**config.mk**
```make
export PLATFORM = sky130hd
export DESIGN_NAME = tnn_feature_tx
export DESIGN_NICKNAME = d
export VERILOG_FILES = /design/src/rtl/tnn_feature_tx.sv
export SDC_FILE = /design/constraint.sdc
export NUM_CORES = 1
export LEC_CHECK = 0
export CORE_MARGIN = 2
export CORE_UTILIZATION = 36
export DETAILED_ROUTE_END_ITERATION = 6
export PLACE_DENSITY_LB_ADDON = 0.3
export SLEW_MARGIN = 20
export SYNTH_ARGS = -nofsm -noshare
export SYNTH_HDL_FRONTEND = slang
export SYNTH_SLANG_ARGS = --single-unit
```
**constraint.sdc**
```tcl
create_clock -name clk -period 8.6 [get_ports clk]
set_input_delay 1.72 -clock clk [delete_from_list [all_inputs] [get_ports clk]]
set_output_delay 1.72 -clock clk [all_outputs]
set_load 0.05 [all_outputs]
```
**src/rtl/tnn_feature_tx.sv**
```systemverilog
// tnn_feature_tx: quantizing front-end for the 3x3-bit TNN classifier cores.
// It collects three raw samples per frame (a, b, c), turns each into a 3-bit
// code by counting how many per-feature thresholds the sample reaches, and
// hands the packed vector to the classifier over a valid/ready handshake.
//
// Ports:
//   clk, rst_n          clock, synchronous active-low reset
//   s_valid/s_ready     raw sample handshake (s_ready registered from state)
//   s_data, s_last      raw unsigned sample, marks the c sample of a frame
//   m_valid/m_ready     quantized vector handshake
//   m_a, m_b, m_c       quantized codes (drive classifier input_a/b/c)
//   thr_we, thr_sel,    threshold write port: feature 0..2, level 1..7
//   thr_idx, thr_data
//   vec_cnt             number of vectors handed off (wrapping)
//   err_frame           one-cycle pulse on a framing error
module tnn_feature_tx #(
    parameter int unsigned RAW_W = 8,
    parameter int unsigned CNT_W = 16
) (
    input  logic             clk,
    input  logic             rst_n,
    input  logic             s_valid,
    output logic             s_ready,
    input  logic [RAW_W-1:0] s_data,
    input  logic             s_last,
    output logic             m_valid,
    input  logic             m_ready,
    output logic [2:0]       m_a,
    output logic [2:0]       m_b,
    output logic [2:0]       m_c,
    input  logic             thr_we,
    input  logic [1:0]       thr_sel,
    input  logic [2:0]       thr_idx,
    input  logic [RAW_W-1:0] thr_data,
    output logic [CNT_W-1:0] vec_cnt,
    output logic             err_frame
);

    typedef enum logic [1:0] {
        COL_A = 2'd0,
        COL_B = 2'd1,
        COL_C = 2'd2,
        HOLD  = 2'd3
    } state_t;

    state_t state;

    // Threshold table; only rows 0..2 and levels 1..7 are ever written or read.
    logic [RAW_W-1:0] thr [4][8];

    logic [2:0] a_q;
    logic [2:0] b_q;
    logic [1:0] fsel_c;
    logic [2:0] code_c;
    logic       accept_c;

    assign accept_c = s_valid & s_ready;

    // Quantize the incoming sample against the thresholds of the feature
    // selected by the current collection state.
    always_comb begin
        fsel_c = 2'd0;
        code_c = 3'd0;
        case (state)
            COL_B:   fsel_c = 2'd1;
            COL_C:   fsel_c = 2'd2;
            default: fsel_c = 2'd0;
        endcase
        for (int k = 1; k < 8; k++) begin
            if (s_data >= thr[fsel_c][k]) begin
                code_c = code_c + 3'd1;
            end
        end
    end

    // Threshold storage; an accept in the same cycle sees the pre-write value.
    always_ff @(posedge clk) begin
        if (!rst_n) begin
            for (int f = 0; f < 4; f++) begin
                for (int k = 0; k < 8; k++) begin
                    thr[f][k] <= RAW_W'(k) << (RAW_W - 3);
                end
            end
        end else if (thr_we && (thr_sel != 2'd3) && (thr_idx != 3'd0)) begin
            thr[thr_sel][thr_idx] <= thr_data;
        end
    end

    // Frame collection FSM with registered handshake and status outputs.
    always_ff @(posedge clk) begin
        if (!rst_n) begin
            state     <= COL_A;
            s_ready   <= 1'b1;
            m_valid   <= 1'b0;
            m_a       <= 3'd0;
            m_b       <= 3'd0;
            m_c       <= 3'd0;
            a_q       <= 3'd0;
            b_q       <= 3'd0;
            vec_cnt   <= '0;
            err_frame <= 1'b0;
        end else begin
            err_frame <= 1'b0;
            case (state)
                COL_A: begin
                    if (accept_c) begin
                        if (s_last) begin
                            err_frame <= 1'b1;
                        end else begin
                            a_q   <= code_c;
                            state <= COL_B;
                        end
                    end
                end
                COL_B: begin
                    if (accept_c) begin
                        if (s_last) begin
                            err_frame <= 1'b1;
                            state     <= COL_A;
                        end else begin
                            b_q   <= code_c;
                            state <= COL_C;
                        end
                    end
                end
                COL_C: begin
                    if (accept_c) begin
                        if (s_last) begin
                            // Outputs only change when a full frame lands, so
                            // they keep the last vector while the next collects.
                            m_a     <= a_q;
                            m_b     <= b_q;
                            m_c     <= code_c;
                            m_valid <= 1'b1;
                            s_ready <= 1'b0;
                            state   <= HOLD;
                        end else begin
                            err_frame <= 1'b1;
                            state     <= COL_A;
                        end
                    end
                end
                HOLD: begin
                    if (m_valid && m_ready) begin
                        m_valid <= 1'b0;
                        s_ready <= 1'b1;
                        vec_cnt <= vec_cnt + CNT_W'(1);
                        state   <= COL_A;
                    end
                end
                default: begin
                    state   <= COL_A;
                    s_ready <= 1'b1;
                    m_valid <= 1'b0;
                end
            endcase
        end
    end

endmodule

```
; ---- After elaboration in Yosys (flattened, before gate mapping)
; Memory sizes are Yosys's and may differ from the RTL's.
; Index checks and enable logic that the tools add are counted.
; Widths: inputs -> output; s select.
[word_totals]
output_inout_bits = 28
ram_bits = 256
input_bits = 27
mem_count = 1
register_bits = 36
[memory_table]
columns = name, words, word_bits, rd, rd_ports_with_merged_regs, wr, line_no
row1 = thr, 4, 64, 1, 0, 4, 49  ; logic [RAW_W-1:0] thr [4][8];
[classes]
order_cmp = 9
muxes = 38
n_addsub = 7
bitwise_logic = 3
n_eq_ne = 10
n_reduce_logical = 15
[op_table]
columns = operator, count
row1 = $mux 64, 3
row2 = $reduce_or 64->1, 1
row3 = $ge 8x8->1, 7
row4 = $demux 8 s3, 1
row5 = $add 3x1->3 const B, 6
row6 = $mux 3, 6
row7 = $add 16x1->16 const B, 1
row8 = $mux 2, 8
row9 = $mux 1, 14
row10 = $ne 2x2->1 const B, 7
row11 = $reduce_and 3->1, 3
row12 = $mux 8, 1
row13 = $pmux 2 s4, 1
row14 = $pmux 1 s2, 3
row15 = $reduce_and 5->1, 1
row16 = $eq 2x2->1 const B, 2
row17 = $ge 4x4->1 const B, 1
row18 = $logic_and 1x1->1, 4
row19 = $lt 4x1->1 const B, 1
row20 = $not 3->4, 1
row21 = $pmux 2 s2, 1
row22 = $reduce_and 4->1, 1
row23 = $reduce_bool 3->1, 1
row24 = $eq 2x1->1 const B, 1
row25 = other kinds (6), 6

; ---- Depth between registers and ports, before layout
; Gate-level depths: netlist of run 1.
; An unclocked memory read counts as a cell.
[logic_depth]
ltp_word = 17
mapped_depth = 32

; ---- Worst setup path after synthesis of run 1
; OpenSTA, ideal clock, no wires.
[synth_path]
path_kind = input to register
start = input port s_data[0]
end = register a_q[2]
stages = 27
required_ns = 8.446
setup_ns = 0.154
path_slack_ns = 2.263
arrival_time_ns = 6.183
path_cell_list = inv_1 > ha_1 > nand2b_1 > a21o_1 > a21o_1 > a21o_1 > a21o_1 > a21o_1 > a21o_1 > a21oi_1 > ha_1 > xor2_2 > ha_1 > inv_1 > xnor2_1 > mux2i_1 > xnor2_1 > mux2i_1 > ha_1 > nand2_1 > o311a_1 > inv_1 > ha_1 > o221ai_1 > xnor3_1 > xnor3_1 > o22ai_1
[synth_via]
elab_chain_cells = 14
[synth_rtl]
columns = element, line_no
row1 = start: declaration, 24  ; input logic [RAW_W-1:0] s_data,
row2 = $ge 8x8->1, 70  ; if (s_data >= thr[fsel_c][k]) begin
row3 = $mux 1, 70
row4 = $add 3x1->3, 71  ; code_c = code_c + 3'd1;
row5 = $mux 3, 70
row6 = $add 3x1->3, 71
row7 = $mux 3, 70
row8 = $add 3x1->3, 71
row9 = $mux 3, 70
row10 = $add 3x1->3, 71
row11 = $mux 3, 70
row12 = $add 3x1->3, 71
row13 = $mux 3, 70
row14 = $add 3x1->3, 71
row15 = $mux 3 (*), 70
row16 = end signal: assignment, 110  ; a_q <= code_c;
row17 = end: declaration, 51  ; logic [2:0] a_q;
; Mark *: on every way between the ends. The rest lies on a longest branch, timed or not.
; A chain may end at the register's enable or synchronous reset.

; ---- Worst setup path in the final report of run 1
; Ends and elaborated chain as after synthesis.

==> flow_metrics.py, run 1 <==
metrics = {
    "clock_tree": {
        "cts_sinks": 204,
        "htree_levels": 1,
        "cts.path.max_buffers": 3,
        "clock_latency_ns": 0.52,
        "cts_tree": "built",
        "cts_hold_buf": 0,
        "cts_root_buf": "clkbuf_16",
        "cts_buffers": 24,
        "clkTransAtPathRegs_ns": 0.06,
        "cts-resized-gates": 0,
        "post-cts-setup-buffers": 0,
    },
    "routing": {
        "wl_per_cell_um": 18.0,
        "post-route-drc-count": 0,
        "vias_per_cell": 5.13,
        "vias": 7501,
        "dr.first_iter.drc_count": 485,
        "first_pass_iters": 4,
        "drtAntennaViolNets": 0,
        "wirelength_mm": 26.4,
    },
    "final_layout": {
        "drive_gt1_share_pct": 10.9,
        "n_fill_cell": 2874,
        "final_nets": 1142,
        "antenna_cells": 0,
        "final_cell_mix": "168 x edfxtp_1, 135 x and2_1, 84 x nand2_1",
        "final_common_cell": "edfxtp_1",
        "area_delta_synth_final_pct": 15.4,
    },
    "run_status": {
        "status": "completed",
    },
    "timing": {
        "fin_tns_setup_ns": 0,
        "holdWs_ns": 0.452,
        "hold_viol_final": 0,
        "fin_skew_ns": 0.00839,
        "setup_violations": 0,
        "finalMaxSlewViolations": 0,
        "rsz0062_at_grt": "no",
        "finalCritPeriodShare_pct": 79.7,
        "tightest_slew_ns": 1.01,
        "post-route-min-period_ns": 6.86,
        "maxSlewHeadroom_pct": 32.5,
        "fmax_ghz": 0.146,
    },
    "global_route": {
        "use_met2_pct": 28.9,
        "grt_antenna_before_repair": 1,
        "grt_max_degree": 72,
        "grt_util_met1_pct": 19.8,
        "grt_util_all_layers_pct": 16.2,
        "first_global_vias": 7513,
        "grt_overflow": 0,
        "grt_pass1_wl_mm": 41.6,
        "grt_busiest_layer": "met2",
        "use_met3_pct": 2.66,
    },
    "floorplanning": {
        "core_area_um2": 30700,
        "io_pins": 55,
        "die-area_um2": 32700,
        "placementRows": 64,
        "dieWidth_um": 181,
        "fp.dieH_um": 181,
        "initial_utilization_pct": 36.7,
    },
    "yosys": {
        "synth-main-ff-cell": "edfxtp_1",
        "seq_area_frac_synth_pct": 51.2,
        "avgSynthCellArea_um2": 11.1,
        "async_flop_share_pct": 0,
        "synth_edf_count": 168,
        "synth_cells": 1012,
        "synthesis.nets": 1105,
        "synthesis.area_um2": 11300,
        "ys.warnings.count": 0,
        "ys_types": 55,
        "synth_seq_cells": 204,
    },
    "critical_path": {
        "cp.arrival_ns": 7.22,
        "crit_path_frequent_cell": "a21o_1",
        "crit_required_ns": 8.96,
        "max_stage_delay_ns": 0.40,
        "cp-start-kind": "input pin",
        "slowest_stage": "clkdlybuf4s50_1",
        "crit_fanout": 7,
        "path_class": "input pin to flip-flop",
        "worst_setup_path_end_kind": "flip-flop",
        "regToRegSetupSlack_ns": 2.03,
    },
    "power_and_ir_drop": {
        "cellLeakagePower_nw": 4.65,
        "ir_worst_vdd_mv": 0.184,
        "power_density_nw_per_um2": 199,
    },
    "placement": {
        "io_buffers": 54,
        "place.gp.congestion": 0.775,
        "dp_hpwl_mm": 17.1,
    },
    "run": {
        "max-cap-violations": 0,
    },
    "hold_path": {
        "min_path_type": "flip-flop to flip-flop",
    },
}
==> worst max-delay path: cells and delay by family <==
kind | cells | cell delay, ns
compound gates | 10 | 1.66
simple gates | 2 | 0.20
fa+ha+maj | 5 | 1.47
buf+inv | 4 | 0.83
mux | 2 | 0.21
xor+xnor | 5 | 1.12
==> cell usage after synthesis (5+ instances only) <==
cell type | count | area [um2]
edfxtp_1 | 168 | 5040
and2_1 | 135 | 845
nand2_1 | 84 | 315
o21ai_0 | 77 | 385
ha_1 | 66 | 826
mux2i_1 | 62 | 621
clkbuf_1 | 56 | 210
mux2_2 | 49 | 552
nor2_1 | 47 | 176
dfxtp_1 | 36 | 721
or3_1 | 33 | 206
a21oi_1 | 31 | 155
nand3_1 | 18 | 90.1
a21o_1 | 16 | 120
nand2b_1 | 15 | 93.8
xor2_1 | 14 | 123
nor2b_1 | 11 | 68.8
inv_1 | 8 | 30.0
a211oi_1 | 7 | 52.6
nand4_1 | 6 | 37.5
buf_1 | 5 | 18.8
nor4_1 | 5 | 31.3
o21a_1 | 5 | 37.5
o21ai_1 | 5 | 25.0
o22ai_1 | 5 | 31.3
==> power by group <==
part,switching (mW),leakage (nW),internal [mW]
combinational,0.246,2.35,0.195
sequential,0.0269,1.91,1.12
clock,0.399,0.384,0.599
==> logic make-up after synthesis <==
logic type	count (synthesis)	synth area share, %
flops	204	51.2
buf+inv	76	2.68
fa+ha+maj	66	7.33
simple gates	373	17.7
compound gates	159	8.37
xor+xnor	23	2.30
mux	111	10.4
==> state kept, by name (all words and copies together), names as in the netlist <==
| register | cells |
|---|---|
| err_frame | 1 |
| m_c | 3 |
| m_valid | 1 |
| m_a | 3 |
| b_q | 3 |
| thr | 168 |
| s_ready | 1 |
| state | 2 |
| vec_cnt | 16 |
| a_q | 3 |
| m_b | 3 |
==> metal layers <==
layer | vias to the layer above | share of wire (%)
li1 | 3710 | -
met1 | 3613 | 44
met2 | 132 | 49
met3 | 44 | 3.9
met4 | 2 | 3.1
met5 | - | 0.049
==> metrics by stage <==
stage / instance area (um2) / instances / worst slack [ns] / utilization, % / power (mW)
finish: 13000 / 1462 / 1.74 / 42.4 / 2.58
global route: 13000 / 1462 / 1.28 / 42.4 / 2.70
CTS: 13000 / 1461 / 1.73 / 42.4 / 2.61
detailed placement: 12200 / 1418 / 1.22 / 39.8 / 1.60
global placement: 12200 / 1418 / 1.40 / 39.8 / 1.59
floorplan: 11300 / 1012 / 2.26 / - / 1.48
==> layout make-up <==
class	count	area, um2	share of cell area [%]
Sequential cell	204	5770	44.4
Multi-Input combinational cell	732	5200	40.0
Timing Repair Buffer	78	728	5.60
Clock buffer	34	703	5.41
Tap cell	396	495	3.81
Clock inverter	9	72.6	0.558
Inverter	9	33.8	0.260
==> worst paths after layout <==
| kind | to | from | depth (start not counted) |
|---|---|---|---|
| max reg2reg | a_q[2] | state[0] | 28 |
| min | m_a[0] | m_a[0] | 2 |
| max | a_q[2] | s_data[0] | 28 |
| min reg2reg | m_a[0] | m_a[0] | 2 |
Power figures use the tool's default switching activity.
==> run 2: changes to the inputs <==
clock period = 5.8 ns   (was 8.6 ns; I/O delays follow)
==> run 2 against run 1 <==
Net effect: first-iteration DRC count down 24%; largest cell class unchanged; setup slack worse by 1.4 ns; clock power grew 45%; clock skew barely moved; via count is 1.5% higher; sequential cell count unchanged; combinational power increased by 83%; sequential share of layout area is 1.2 points lower; critical path depth fell by 3; design area grew 2.9%.
==> flow_metrics.py, run 2 (synthesis results as in run 1) <==
metrics = {
    "final_layout": {
        "n_fill_cell": 2847,
        "final_common_cell": "edfxtp_1",
        "area_delta_synth_final_pct": 18.7,
        "reg.largest.list": "thr (168), vec_cnt (16)",
        "largest_register_ffs": 168,
        "drive_gt1_share_pct": 14.8,
        "largest_register": "thr",
        "antenna_cells": 0,
        "final_cell_area_um2": 13400,
        "final_cell_mix": "168 x edfxtp_1, 135 x and2_1, 84 x nand2_1",
        "final_nets": 1185,
    },
    "critical_path": {
        "slowest_stage": "clkdlybuf4s50_1",
        "cp.arrival_ns": 5.87,
        "cp-startpoint": "s_data[2]",
        "regToRegSetupSlack_ns": 0.31,
        "crit_path_frequent_cell": "a21o_1",
        "crit_fanout": 3,
        "worst_r2r_startpoint": "state[0]",
        "worst_setup_path_end_kind": "flip-flop",
        "path_class": "input pin to flip-flop",
        "cp-start-kind": "input pin",
        "max_stage_delay_ns": 0.60,
        "crit_required_ns": 6.17,
    },
    "clock_tree": {
        "htree_levels": 1,
        "cts.path.max_buffers": 3,
        "cts_root_buf": "clkbuf_16",
        "cts_sinks": 204,
        "clkTransAtPathRegs_ns": 0.06,
        "cts_buffers": 24,
        "clock_latency_ns": 0.53,
        "cts_tree": "built",
    },
    "global_route": {
        "grt_overflow": 0,
        "grt_util_all_layers_pct": 16.5,
        "grt_pass1_wl_mm": 42.3,
        "grt_antenna_before_repair": 2,
        "first_global_vias": 7554,
        "grt_max_degree": 57,
    },
    "routing": {
        "drtAntennaViolNets": 0,
        "wl_per_cell_um": 18.0,
        "dr.first_iter.drc_count": 370,
        "vias": 7616,
        "post-route-drc-count": 0,
        "first_pass_iters": 4,
        "vias_per_cell": 5.06,
        "wirelength_mm": 27.0,
    },
    "power_and_ir_drop": {
        "cellLeakagePower_nw": 4.87,
        "power_density_nw_per_um2": 295,
        "ir_worst_vdd_mv": 0.226,
    },
    "floorplanning": {
        "io_pins": 55,
        "fp.dieH_um": 181,
        "die-area_um2": 32700,
        "core_area_um2": 30700,
        "placementRows": 64,
        "initial_utilization_pct": 36.7,
        "dieWidth_um": 181,
    },
    "hold_path": {
        "min_from": "m_b[0]",
        "min_path_type": "flip-flop to flip-flop",
    },
    "timing": {
        "setup_violations": 0,
        "maxSlewHeadroom_pct": 31.9,
        "fmax_ghz": 0.182,
        "hold_viol_final": 0,
        "finalCritPeriodShare_pct": 94.8,
        "tightest_slew_ns": 1.02,
        "setup_slack_ns": 0.301,
        "post-route-min-period_ns": 5.50,
        "finalMaxSlewViolations": 0,
        "fin_skew_ns": 0.00867,
    },
    "placement": {
        "preCtsSetupSlack_ns": -0.656,
        "place.gp.congestion": 0.795,
        "io_buffers": 54,
        "place_area_um2": 12500,
        "dp_hpwl_mm": 18.1,
    },
    "run": {
        "max-cap-violations": 0,
    },
    "run_status": {
        "status": "completed",
    },
}
-- run 2: cell types whose count changed in the layout (fill, tap and decap cells not counted), sizes merged --
| cell | before | now |
|---|---|---|
| clkbuf | 34 | 33 |
| clkdlybuf4s15 | 0 | 1 |
| clkinv | 7 | 9 |
| dlymetal6s2s | 0 | 1 |
| buf | 24 | 67 |
| inv | 10 | 8 |
| clkdlybuf4s50 | 54 | 52 |
-- run 2: path summary, 6_finish.rpt --
check        endpoint  cells past startpoint
min reg2reg    m_b[0]                      2
max reg2reg    a_q[2]                     28
max            a_q[2]                     25
min            m_b[0]                      2
-- run 2: what timing repair did --
action,in CTS,in global routing
gates resized for setup,5,9
endpoints found under the setup margin,3,6
hold buffers,0,0
pin swaps,7,6
setup buffers,4,7
-- run 2: metrics by stage --
step | utilization (%) | TNS, ns | instances | hold slack (ns) | power (mW)
floorplan | - | 0 | 1012 | 0.432 | 2.20
global placement | 40.7 | -2.47 | 1451 | 0.445 | 2.43
detailed placement | 40.7 | -3.10 | 1451 | 0.447 | 2.44
CTS | 43.3 | 0 | 1497 | 0.455 | 3.94
global route | 43.6 | -0.0179 | 1504 | 0.478 | 4.13
finish | 43.6 | 0 | 1504 | 0.453 | 3.94
-- run 2: metal layers --
| metal | part of all wire (%) | vias up | track usage (%) |
|---|---|---|---|
| li1 | - | 3803 | - |
| met5 | 0 | - | 0 |
| met2 | 49 | 145 | 28.7 |
| met4 | 2.3 | 0 | 4.29 |
| met1 | 44 | 3628 | 21.5 |
| met3 | 4.9 | 40 | 2.22 |
-- run 2: layout make-up --
cell class | count | area, um2 | share of cell area, %
clock buffer | 33 | 678 | 5.07
inverter | 9 | 33.8 | 0.253
sequential | 204 | 5770 | 43.2
clock inverter | 9 | 77.6 | 0.580
multi-input combinational | 732 | 5230 | 39.1
tap | 396 | 495 | 3.70
timing repair buffer | 121 | 1090 | 8.12
-- run 2: where the power goes --
part / switching, mW / internal, mW
Clock: 0.594 / 0.858
Combinational: 0.406 / 0.402
Sequential: 0.0273 / 1.65
Total: 1.03 / 2.92
-- run 2: critical path: cells and delay by family --
family	cells	cell delay, ns
AND/OR/NAND/NOR	1	0.06
adder cells (fa/ha/maj)	5	1.30
XOR/XNOR	5	0.97
buffers and inverters	3	0.71
AO/OA/AOI/OAI	9	1.37
multiplexers	2	0.26
